**src/rtl/arbiter_rr_mem_request_pkg.sv**
```systemverilog
// Shared types and default sizing for the CU-bundle memory-request arbiter.
// The defaults follow the bundle count and the global address/data widths.
package arbiter_rr_mem_request_pkg;

   localparam int CU_BUNDLE_COUNT        = 4;
   localparam int GLOBAL_ADDR_WIDTH_BITS = 64;
   localparam int GLOBAL_DATA_WIDTH_BITS = 32;
   localparam int DEFAULT_MAX_BURST      = 4;

   typedef enum logic [1:0] {
      ARB_IDLE  = 2'd0,
      ARB_GRANT = 2'd1,
      ARB_LOCK  = 2'd2
   } arb_state_t;

   typedef enum logic {
      ARB_MODE_RR    = 1'b0,
      ARB_MODE_FIXED = 1'b1
   } arb_mode_t;

   // A tag is at least one bit wide, even with a single channel.
   function automatic int id_width(input int n);
      return (n > 1) ? $clog2(n) : 1;
   endfunction

endpackage

```
**src/rtl/arbiter_rr_pick_n.sv**
```systemverilog
// Rotating find-first-set: picks the first set mask bit at or above base,
// wrapping to index 0. A base of 0 gives plain lowest-index priority.
module arbiter_rr_pick_n
   import arbiter_rr_mem_request_pkg::*;
#(
   parameter int N  = 4,
   parameter int IW = id_width(N)
) (
   input  logic [N-1:0]  mask,
   input  logic [IW-1:0] base,
   output logic [N-1:0]  onehot,
   output logic [IW-1:0] index,
   output logic          found
);

   // The first pass covers base..N-1 and the second covers 0..base-1.
   always_comb begin
      onehot = '0;
      index  = '0;
      found  = 1'b0;
      for (int c = 0; c < N; c++) begin
         if (!found && mask[c] && (IW'(c) >= base)) begin
            found     = 1'b1;
            onehot[c] = 1'b1;
            index     = IW'(c);
         end
      end
      for (int c = 0; c < N; c++) begin
         if (!found && mask[c] && (IW'(c) < base)) begin
            found     = 1'b1;
            onehot[c] = 1'b1;
            index     = IW'(c);
         end
      end
   end

endmodule

```
**src/rtl/arbiter_rr_mem_request.sv**
```systemverilog
// N-channel memory-request arbiter with round-robin/fixed priority and optional
// burst-lock. It feeds one registered output stage toward the cache front end.
module arbiter_rr_mem_request
   import arbiter_rr_mem_request_pkg::*;
#(
   parameter int NUM_CHANNELS = CU_BUNDLE_COUNT,
   parameter int ADDR_WIDTH   = GLOBAL_ADDR_WIDTH_BITS,
   parameter int DATA_WIDTH   = GLOBAL_DATA_WIDTH_BITS,
   parameter int MAX_BURST    = DEFAULT_MAX_BURST,
   parameter int ID_WIDTH     = id_width(NUM_CHANNELS)
) (
   input  logic                             ap_clk,
   input  logic                             ap_rst_n,
   input  logic                             cfg_mode_in,
   input  logic                             cfg_lock_en_in,
   input  logic [NUM_CHANNELS-1:0]          req_valid_in,
   input  logic [NUM_CHANNELS-1:0]          req_last_in,
   input  logic [NUM_CHANNELS*ADDR_WIDTH-1:0] req_addr_in,
   input  logic [NUM_CHANNELS*DATA_WIDTH-1:0] req_data_in,
   output logic [NUM_CHANNELS-1:0]          req_ready_out,
   output logic                             out_valid_out,
   input  logic                             out_ready_in,
   output logic [ADDR_WIDTH-1:0]            out_addr_out,
   output logic [DATA_WIDTH-1:0]            out_data_out,
   output logic [ID_WIDTH-1:0]              out_id_out,
   output logic                             out_last_out,
   output logic                             busy_out
);

   localparam int CW = $clog2(MAX_BURST + 1);
   localparam logic [ID_WIDTH-1:0] LAST_IDX    = ID_WIDTH'(NUM_CHANNELS - 1);
   localparam logic [CW-1:0]       BURST_LIMIT = CW'(MAX_BURST);

   arb_state_t state, state_next;
   arb_mode_t  mode_q, mode_eff;
   logic       lock_en_q, lock_en_eff;

   logic [ID_WIDTH-1:0]     rr_ptr, rr_ptr_next;
   logic [ID_WIDTH-1:0]     lock_ch, lock_ch_next;
   logic [CW-1:0]           burst_cnt, burst_cnt_next;
   logic [ID_WIDTH-1:0]     pick_base, pick_idx, grant_idx;
   logic [NUM_CHANNELS-1:0] pick_onehot, grant;
   logic                    pick_found, grant_any, grant_last;
   logic                    stage_free, accept, out_valid_next;

   function automatic logic [ID_WIDTH-1:0] wrap_inc(input logic [ID_WIDTH-1:0] idx);
      return (idx == LAST_IDX) ? '0 : idx + ID_WIDTH'(1);
   endfunction

   // In IDLE the live cfg inputs apply, so the very first beat already uses them.
   assign mode_eff    = (state == ARB_IDLE) ? arb_mode_t'(cfg_mode_in) : mode_q;
   assign lock_en_eff = (state == ARB_IDLE) ? cfg_lock_en_in : lock_en_q;
   assign pick_base   = (mode_eff == ARB_MODE_FIXED) ? '0 : rr_ptr;

   arbiter_rr_pick_n #(
      .N  (NUM_CHANNELS),
      .IW (ID_WIDTH)
   ) u_pick (
      .mask   (req_valid_in),
      .base   (pick_base),
      .onehot (pick_onehot),
      .index  (pick_idx),
      .found  (pick_found)
   );

   always_comb begin
      grant     = '0;
      grant_idx = pick_idx;
      grant_any = 1'b0;
      if (state == ARB_LOCK) begin
         grant_idx = lock_ch;
         if (req_valid_in[lock_ch]) begin
            grant[lock_ch] = 1'b1;
            grant_any      = 1'b1;
         end
      end else begin
         grant     = pick_onehot;
         grant_any = pick_found;
      end
   end

   assign stage_free     = !out_valid_out || out_ready_in;
   assign accept         = stage_free && grant_any;
   assign req_ready_out  = accept ? grant : '0;
   assign grant_last     = req_last_in[grant_idx];
   assign out_valid_next = accept || (out_valid_out && !out_ready_in);

   always_comb begin
      state_next     = state;
      rr_ptr_next    = rr_ptr;
      lock_ch_next   = lock_ch;
      burst_cnt_next = burst_cnt;
      case (state)
         ARB_IDLE, ARB_GRANT: begin
            if (accept) begin
               rr_ptr_next = wrap_inc(grant_idx);
               // With MAX_BURST of 1 the first beat already exhausts the burst.
               if (lock_en_eff && !grant_last && (MAX_BURST > 1)) begin
                  state_next     = ARB_LOCK;
                  lock_ch_next   = grant_idx;
                  burst_cnt_next = CW'(1);
               end else begin
                  state_next = ARB_GRANT;
               end
            end else if (|req_valid_in) begin
               state_next = ARB_GRANT;
            end else if (!out_valid_next) begin
               state_next = ARB_IDLE;
            end
         end
         ARB_LOCK: begin
            if (!req_valid_in[lock_ch]) begin
               state_next     = ARB_GRANT;
               rr_ptr_next    = wrap_inc(lock_ch);
               burst_cnt_next = '0;
            end else if (accept) begin
               if (grant_last || ((burst_cnt + CW'(1)) == BURST_LIMIT)) begin
                  state_next     = ARB_GRANT;
                  rr_ptr_next    = wrap_inc(lock_ch);
                  burst_cnt_next = '0;
               end else begin
                  burst_cnt_next = burst_cnt + CW'(1);
               end
            end
         end
         default: state_next = ARB_IDLE;
      endcase
   end

   always_ff @(posedge ap_clk) begin
      if (!ap_rst_n) begin
         state         <= ARB_IDLE;
         mode_q        <= ARB_MODE_RR;
         lock_en_q     <= 1'b0;
         rr_ptr        <= '0;
         lock_ch       <= '0;
         burst_cnt     <= '0;
         out_valid_out <= 1'b0;
         out_addr_out  <= '0;
         out_data_out  <= '0;
         out_id_out    <= '0;
         out_last_out  <= 1'b0;
         busy_out      <= 1'b0;
      end else begin
         state         <= state_next;
         rr_ptr        <= rr_ptr_next;
         lock_ch       <= lock_ch_next;
         burst_cnt     <= burst_cnt_next;
         out_valid_out <= out_valid_next;
         busy_out      <= (state_next != ARB_IDLE) || out_valid_next;
         if (state == ARB_IDLE) begin
            mode_q    <= mode_eff;
            lock_en_q <= lock_en_eff;
         end
         if (accept) begin
            out_addr_out <= req_addr_in[grant_idx*ADDR_WIDTH +: ADDR_WIDTH];
            out_data_out <= req_data_in[grant_idx*DATA_WIDTH +: DATA_WIDTH];
            out_id_out   <= grant_idx;
            out_last_out <= grant_last;
         end
      end
   end

endmodule

```
**config.mk**
```make
export PLATFORM = sky130hd
export DESIGN_NAME = arbiter_rr_mem_request
export DESIGN_NICKNAME = d
export VERILOG_FILES = /design/src/rtl/arbiter_rr_mem_request_pkg.sv /design/src/rtl/arbiter_rr_pick_n.sv /design/src/rtl/arbiter_rr_mem_request.sv
export SDC_FILE = /design/constraint.sdc
export NUM_CORES = 1
export LEC_CHECK = 0
export BUFFER_PORTS_ARGS = -buffer_cell sky130_fd_sc_hd__buf_4
export CAP_MARGIN = 20
export CORE_AREA = 3 3 192 194
export DETAILED_ROUTE_END_ITERATION = 8
export DIE_AREA = 0 0 195 197
export GPL_TIMING_DRIVEN = 0
export PLACE_DENSITY = 0.49
export SLEW_MARGIN = 25
export SYNTH_ARGS = -nofsm -noshare
export SYNTH_HDL_FRONTEND = slang
export SYNTH_SLANG_ARGS = --single-unit
```
**constraint.sdc**
```tcl
create_clock -name ap_clk -period 2.85 [get_ports ap_clk]
set_input_delay 0.285 -clock ap_clk [delete_from_list [all_inputs] [get_ports ap_clk]]
set_output_delay 0.285 -clock ap_clk [all_outputs]
set_load 0.01 [all_outputs]
```
== Word-level counts from Yosys, hierarchy flattened ==
Index checks and enable logic that the tools add are counted.

* Multiplexer cells: 58
* Shifts and indexed selects: 2
* Equality and inequality tests: 9
* $add $sub $neg: 3
* Magnitude comparators: 11
* Reductions and logical operators: 41

{| class="wikitable"
|+ Operator list
! kind !! number
|-
| variable part select 256 x 9 -> 64 bit || 1
|-
| variable part select 128 x 8 -> 32 bit || 1
|-
| 2-to-1 mux 2 bit || 21
|-
| 2-to-1 mux 1 bit || 23
|-
| logical AND 1 bit || 19
|-
| 2-to-1 mux 3 bit || 5
|-
| 2-to-1 mux 4 bit || 3
|-
| zero test 1 bit || 10
|-
| case mux 2 bit (2 select lines) || 2
|-
| AND reduction 4 bit || 2
|-
| == test 2 bit (second input constant) || 3
|-
| < comparator 2 x 3 -> 1 bit (second input constant) || 2
|-
| case mux 3 bit (2 select lines) || 1
|-
| adder 2 x 1 -> 2 bit (second input constant) || 2
|-
| binary-select mux 1 bit (select 2 bit) || 2
|-
| >= comparator 1 x 2 -> 1 bit (first input constant) || 2
|-
| >= comparator 2 bit (first input constant) || 2
|-
| logical OR 1 bit || 4
|-
| < comparator 1 x 2 -> 1 bit (first input constant) || 2
|-
| < comparator 2 bit (first input constant) || 2
|-
| != test 2 bit (second input constant) || 2
|-
| nonzero test 2 bit || 2
|-
| OR reduction 4 bit || 1
|-
| adder 3 x 1 -> 3 bit (second input constant) || 1
|-
| other kinds (9) || 9
|}

* Bits of input ports: 397
* Output and inout bits: 105
* Logic and storage cells: 136
* Bits in registers: 112

== Longest topological paths before layout ==
* Depth after elaboration: 44
* Mapped depth: 13
* Depth with buffers taken out: 9

== Cells and area by module ==
A second synthesis with hierarchy kept.

* Cell total of the unflattened synthesis: 703
* Area total of the unflattened synthesis: 7009.2 um^2

{| class="wikitable"
|+ Modules (own cells, without submodules)
! module !! times used !! seq. area each (um^2) !! area each (um^2) !! cells each
|-
| arbiter_rr_mem_request || 1 || 2242.2 || 6786.5 || 670
|-
| arbiter_rr_pick_n || 1 || 0.0 || 222.7 || 33
|}

== Least setup slack after synthesis ==
Ideal clock, no wire load.

* Path kind: register to register
* From: reg state[1]
* To: reg burst_cnt[2]
* Required time: 2.732 ns
* Setup time: 0.118 ns
* Path buffers: 2
* Cell stages (with the launch flop): 11
* Period minus slack after synthesis: 2.533 ns
* Arrival time: 2.415 ns
* Slack: 0.317 ns
* Cell sequence: dfxtp_1 -> buf_2 -> nor3b_4 -> o31ai_1 -> and4_1 -> buf_2 -> o21ai_4 -> mux2_2 -> o311ai_2 -> a21boi_1 -> o21ai_1

* Cells in the longest elaborated chain, start to end: 42
* Elaborated cells between the ends (all ways): 69
* Classes of those cells: order compare (8); eq/ne (5); mux (26); reduce/logical (30)

{| class="wikitable"
|+ Ends and longest elaborated chain
! element !! RTL line !! text
|-
| from (decl) || arbiter_rr_mem_request.sv:34 || <nowiki>arb_state_t state, state_next;</nowiki>
|-
| from (signal assigned) || arbiter_rr_mem_request.sv:145 || <nowiki>state <= state_next;</nowiki>
|-
| zero test 2 bit || arbiter_rr_mem_request.sv:51, arbiter_rr_mem_request.sv:52, arbiter_rr_mem_request.sv:93 ||
|-
| 2-to-1 mux 1 bit || arbiter_rr_mem_request.sv:51 || <nowiki>assign mode_eff = (state == ARB_IDLE) ? arb_mode_t'(cfg_mode_in) : mode_q;</nowiki>
|-
| 2-to-1 mux 2 bit || arbiter_rr_mem_request.sv:53 || <nowiki>assign pick_base = (mode_eff == ARB_MODE_FIXED) ? '0 : rr_ptr;</nowiki>
|-
| >= comparator 1 x 2 -> 1 bit || arbiter_rr_pick_n.sv:22 || <nowiki>if (!found && mask[c] && (IW'(c) >= base)) begin</nowiki>
|-
| logical AND 1 bit || arbiter_rr_pick_n.sv:22 ||
|-
| 2-to-1 mux 1 bit || arbiter_rr_pick_n.sv:22 ||
|-
| zero test 1 bit || arbiter_rr_pick_n.sv:22 ||
|-
| logical AND 1 bit (2 in series) || arbiter_rr_pick_n.sv:22 ||
|-
| (+25 left out) || -- ||
|-
| 2-to-1 mux 2 bit || arbiter_rr_mem_request.sv:70 || <nowiki>if (state == ARB_LOCK) begin</nowiki>
|-
| binary-select mux 1 bit (select 2 bit) || arbiter_rr_mem_request.sv:85 || <nowiki>assign grant_last = req_last_in[grant_idx];</nowiki>
|-
| 2-to-1 mux 1 bit (implied by the code) || arbiter_rr_mem_request.sv:85 ||
|-
| logical OR 1 bit || arbiter_rr_mem_request.sv:117 || <nowiki>if (grant_last || ((burst_cnt + CW'(1)) == BURST_LIMIT)) begin</nowiki>
|-
| 2-to-1 mux 3 bit || arbiter_rr_mem_request.sv:117 ||
|-
| 2-to-1 mux 3 bit || arbiter_rr_mem_request.sv:116 || <nowiki>end else if (accept) begin</nowiki>
|-
| 2-to-1 mux 3 bit || arbiter_rr_mem_request.sv:112 || <nowiki>if (!req_valid_in[lock_ch]) begin</nowiki>
|-
| case mux 3 bit (2 select lines) || arbiter_rr_mem_request.sv:93 || <nowiki>case (state)</nowiki>
|-
| to (signal assigned) || arbiter_rr_mem_request.sv:148 || <nowiki>burst_cnt <= burst_cnt_next;</nowiki>
|-
| to (decl) || arbiter_rr_mem_request.sv:40 || <nowiki>logic [CW-1:0] burst_cnt, burst_cnt_next;</nowiki>
|}

Several ways; a longest one is shown, not always the timed one. The select of a mux whose other input is x is not followed.
A chain may end at the register's enable or synchronous reset.

== Worst setup path after layout ==
* From: reg state[1]
* To: reg rr_ptr[1]

* Cells in the longest elaborated chain, start to end: 40
* Elaborated cells between the ends (all ways): 67
* Classes of those cells: add/sub (1); order compare (8); eq/ne (6); mux (24); reduce/logical (28)

{| class="wikitable"
|+ Ends and longest elaborated chain
! element !! RTL line !! text
|-
| zero test 2 bit || arbiter_rr_mem_request.sv:51, arbiter_rr_mem_request.sv:93 ||
|-
| 2-to-1 mux 1 bit || arbiter_rr_mem_request.sv:51 ||
|-
| 2-to-1 mux 2 bit || arbiter_rr_mem_request.sv:53 ||
|-
| >= comparator 1 x 2 -> 1 bit || arbiter_rr_pick_n.sv:22 ||
|-
| logical AND 1 bit || arbiter_rr_pick_n.sv:22 ||
|-
| 2-to-1 mux 1 bit || arbiter_rr_pick_n.sv:22 ||
|-
| zero test 1 bit || arbiter_rr_pick_n.sv:22 ||
|-
| logical AND 1 bit (2 in series) || arbiter_rr_pick_n.sv:22 ||
|-
| (+22 left out) || -- ||
|-
| logical AND 1 bit (2 in series) || arbiter_rr_pick_n.sv:29 || <nowiki>if (!found && mask[c] && (IW'(c) < base)) begin</nowiki>
|-
| 2-to-1 mux 2 bit || arbiter_rr_pick_n.sv:29 ||
|-
| 2-to-1 mux 2 bit || arbiter_rr_mem_request.sv:70 ||
|-
| binary-select mux 1 bit (select 2 bit) || arbiter_rr_mem_request.sv:85 ||
|-
| 2-to-1 mux 1 bit (implied by the code) || arbiter_rr_mem_request.sv:85 ||
|-
| logical OR 1 bit || arbiter_rr_mem_request.sv:117 ||
|-
| != test 3 x 2 -> 1 bit (no source line) || -- ||
|-
| AND reduction 4 bit (no source line) || -- ||
|-
| to (signal assigned) || arbiter_rr_mem_request.sv:146 || <nowiki>rr_ptr <= rr_ptr_next;</nowiki>
|-
| to (decl) || arbiter_rr_mem_request.sv:38 || <nowiki>logic [ID_WIDTH-1:0] rr_ptr, rr_ptr_next;</nowiki>
|}

Several ways; a longest one is shown, not always the timed one. The select of a mux whose other input is x is not followed.

==> flow_metrics.py <==
metrics = {
    "final_layout": {
        "nNetsFinal": 2132,
        "drive_gt1_frac": 0.3630,
        "postLayoutCoreUtil": 0.3482,
        "syn2layout_area_growth_pct": 69.03,
        "num-fill-cells": 3953,
        "antenna-diode-count": 0,
    },
    "route": {
        "dr.pass1.iters": 7,
        "wirelength_um": 44000,
        "wl_per_cell_um": 20.06,
        "drt_first_iter_violations": 569,
        "post_drt_via_cell_ratio": 4.702,
        "via_count": 10320,
        "drt.antenna.violating_nets": 0,
        "drc": 0,
    },
    "clock_network": {
        "cts_tree": "built",
        "clock_sinks": 112,
        "hold_buffers": 0,
        "cts_max_level": 3,
        "cts_made_buffers": 9,
        "cts_root_buf": "clkbuf_16",
        "clkSlewWorstSetupHoldPaths_ns": 0.09,
        "clock_latency_ns": 0.36,
        "cts_buffer_depth": 2,
    },
    "placement": {
        "io_buffers": 501,
        "pre_cts_ws_ns": -0.8553,
        "hpwl_um": 35450,
        "place.gp.congestion": 0.8859,
    },
    "sta": {
        "setup_violations": 0,
        "final.period_utilization": 0.9599,
        "maxSlewHeadroom": 0.4395,
        "hold_viol": 0,
        "worst_pin_slew_ns": 0.8407,
        "clock.fmax_mhz": 365.5,
        "timing.final.max_slew_violations": 0,
        "rsz0062_at_grt": "yes",
        "skew_ns": 0.01668,
        "setup_slack_ns": 0.1143,
        "period_minus_slack_ns": 2.736,
    },
    "hold_path": {
        "hold_path.class": "in2reg",
    },
    "synth": {
        "synth_nets": 1614,
        "netlist.area_leader.share": 0.3075,
        "synth_seq_cells": 112,
        "synth-edff-count": 0,
        "synthTopCellsByArea": "dfxtp_1, nand2_1, nand3_1",
        "synth_cells": 1211,
        "yosysSeqAreaShare": 0.3075,
        "synth-async-reset-ratio": 0,
        "synth.distinct_cells": 50,
        "synthFlopType": "dfxtp_1",
        "netlist_area_um2": 7292,
        "yosys.area.top_type": "dfxtp_1",
        "yosys_warnings": 0,
        "avgSynthCellArea_um2": 6.021,
    },
    "floorplanning": {
        "rows": 69,
        "dieArea_um2": 38420,
        "ioPinCount": 502,
        "coreArea_um2": 35400,
        "fp.dieW_um": 195,
        "initial_core_util": 0.2060,
        "die_y_um": 197,
    },
    "grt": {
        "grt_max_degree": 18,
        "grt_pass1_vias": 10080,
        "antenna_found_initial": 0,
        "groute.usage.overall": 0.2151,
        "overflow": 0,
        "grt_pass1_wl_um": 63230,
    },
    "critical_path": {
        "start_kind": "register",
        "critical_path.max_fanout": 9,
        "required_ns": 3.13,
        "cp_cell_sequence": "buf_6, o21a_4, o31ai_4, nand4_1, a31oi_4, buf_12, nor2_1, a22o_2, or3_4, a21oi_2",
        "crit_type": "reg2reg",
        "cpMaxStageDelayCell": "or3_4",
        "crit_path_max_incr_delay_ns": 0.39,
        "arrival_ns": 3.02,
        "end_kind": "register",
    },
    "power_and_ir_drop": {
        "powerDensity_nw_per_um2": 618.6,
        "switchingPower_w": 0.003330,
        "clockPowerShare": 0.168,
        "p_int_w": 0.004295,
        "p_seq_frac": 0.274,
        "power.total_w": 0.007624,
        "p_comb_frac": 0.557,
        "switching_share": 0.4367,
        "ir_drop_mv": 0.3078,
        "leakage_nw": 6.008,
    },
    "status": {
        "outcome": "finished clean",
    },
    "flow_run": {
        "maxCapViolCount": 0,
    },
}
[power groups by stage]
stage | Combinational, W | Clock, W | Sequential [W]
global route | 0.00467 | 0.00136 | 0.00213
detailed placement | 0.00401 | 0 | 0.00211
global placement | 0.00401 | 0 | 0.00210
CTS | 0.00414 | 0.00132 | 0.00208
finish | 0.00425 | 0.00128 | 0.00209
floorplan | 0.00197 | 0 | 0.00221
[cells by family (layout without fill, tap and decap cells)]
family          after synthesis  after routing  synth area share
simple gates                831            831            0.4894
compound gates              144            144            0.1182
flops                       112            112            0.3075
buf+inv                     110            632           0.06177
mux                           8              8           0.01287
fa+ha+maj                     6              6           0.01029
[placed cells by master, fill, tap and decap left out, types with 2 or more instances in the layout]
cell type,netlist,routed
o21ai_1,2,2
ha_1,6,6
nor3_1,3,3
buf_4,0,523
nor2b_1,4,4
clkbuf_16,0,9
o21a_1,2,2
clkbuf_1,50,26
a21oi_1,108,102
nand4_1,3,3
o311a_1,2,2
inv_1,7,7
nand3_1,292,289
clkbuf_4,0,3
buf_12,0,5
o21ai_0,3,3
mux2i_1,6,5
o22ai_1,2,2
a21boi_1,2,2
or3_1,3,2
nor2_1,17,17
buf_2,30,21
nand2_1,496,496
nand2b_1,6,5
dfxtp_1,112,110
dfxtp_2,0,2
nand3_2,0,3
a22oi_1,2,2
a21oi_2,0,6
clkinvlp_4,0,3
clkbuf_2,0,23
o31ai_4,0,2
buf_6,0,10
[per-layer routing]
layer / GRT usage / wire [um] / vias up
met3: 0.04342 / 2372 / 57
met1: 0.2772 / 19080 / 4844
li1: - / - / 5093
met2: 0.3678 / 21430 / 322
met5: 0 / 0 / -
met4: 0.05862 / 1120 / 0
[registers in the layout (all words and copies together) (netlist names)]
register / count
burst_cnt: 3
out_last_out: 1
state: 2
out_addr_out: 64
out_valid_out: 1
out_id_out: 2
out_data_out: 32
lock_en_q: 1
mode_q: 1
rr_ptr: 2
lock_ch: 2
busy_out: 1
[Yosys cell counts (2+ instances only)]
| cell | number |
|---|---|
| nand2_1 | 496 |
| nand3_1 | 292 |
| dfxtp_1 | 112 |
| a21oi_1 | 108 |
| clkbuf_1 | 50 |
| buf_2 | 30 |
| buf_1 | 23 |
| nor2_1 | 17 |
| inv_1 | 7 |
| ha_1 | 6 |
| mux2i_1 | 6 |
| nand2b_1 | 6 |
| nor2b_1 | 4 |
| nand4_1 | 3 |
| nor3_1 | 3 |
| o21ai_0 | 3 |
| or3_1 | 3 |
| a21boi_1 | 2 |
| a22oi_1 | 2 |
| a31o_1 | 2 |
| o21a_1 | 2 |
| o21ai_1 | 2 |
| o22ai_1 | 2 |
| o311a_1 | 2 |
| o31ai_1 | 2 |
| o31ai_2 | 2 |
[timing repair]
item                                    CTS  global route
pin swaps                                 3            10
endpoints found under the setup margin  111           108
resized for setup                        58            91
setup buffers                             3             5
[final cells by class]
cell class / instances / area, um^2 / share of cell area
timing repair buffer: 509 / 3859 / 0.3131
buffer: 101 / 616.8 / 0.05005
inverter: 7 / 26.28 / 0.002132
multi-input combinational: 989 / 4728 / 0.3836
sequential: 112 / 2245 / 0.1821
tap: 461 / 576.8 / 0.04680
clock inverter: 4 / 31.28 / 0.002538
clock buffer: 11 / 242.7 / 0.01969
[worst max-delay path: cells and delay by family (launching register included)]
kind            cells  cell delay, ns
flops               1            0.32
compound gates      5            1.33
simple gates        3            0.70
buf+inv             2            0.31
[metrics by stage]
| stage | area [um^2] | hold WS, ns | setup TNS (ns) | instances |
|---|---|---|---|---|
| after floorplan | 7292 | 0.4162 | 0 | 1211 |
| after global placement | 11630 | 0.4424 | -50.25 | 2173 |
| after detailed placement | 11630 | 0.4470 | -50.72 | 2173 |
| after CTS | 12080 | 0.1971 | 0 | 2190 |
| after global routing | 12330 | 0.2182 | -0.08334 | 2194 |
| final | 12330 | 0.2123 | 0 | 2194 |
[path summary, 6_finish.rpt]
path	startpoint	endpoint	depth (start not counted)	slack [ns]
worst min-delay path	ap_rst_n	rr_ptr[0]$_SDFFE_PN0P_	2	0.21
worst max register to register	state[1]$_SDFF_PN0_	rr_ptr[1]$_SDFFE_PN0P_	10	0.11
worst min register to register	out_data_out[22]$_SDFFE_PN0P_	out_data_out[22]$_SDFFE_PN0P_	2	0.46
worst max-delay path	state[1]$_SDFF_PN0_	rr_ptr[1]$_SDFFE_PN0P_	10	0.11
No activity file was read; power rests on OpenSTA's default activity.
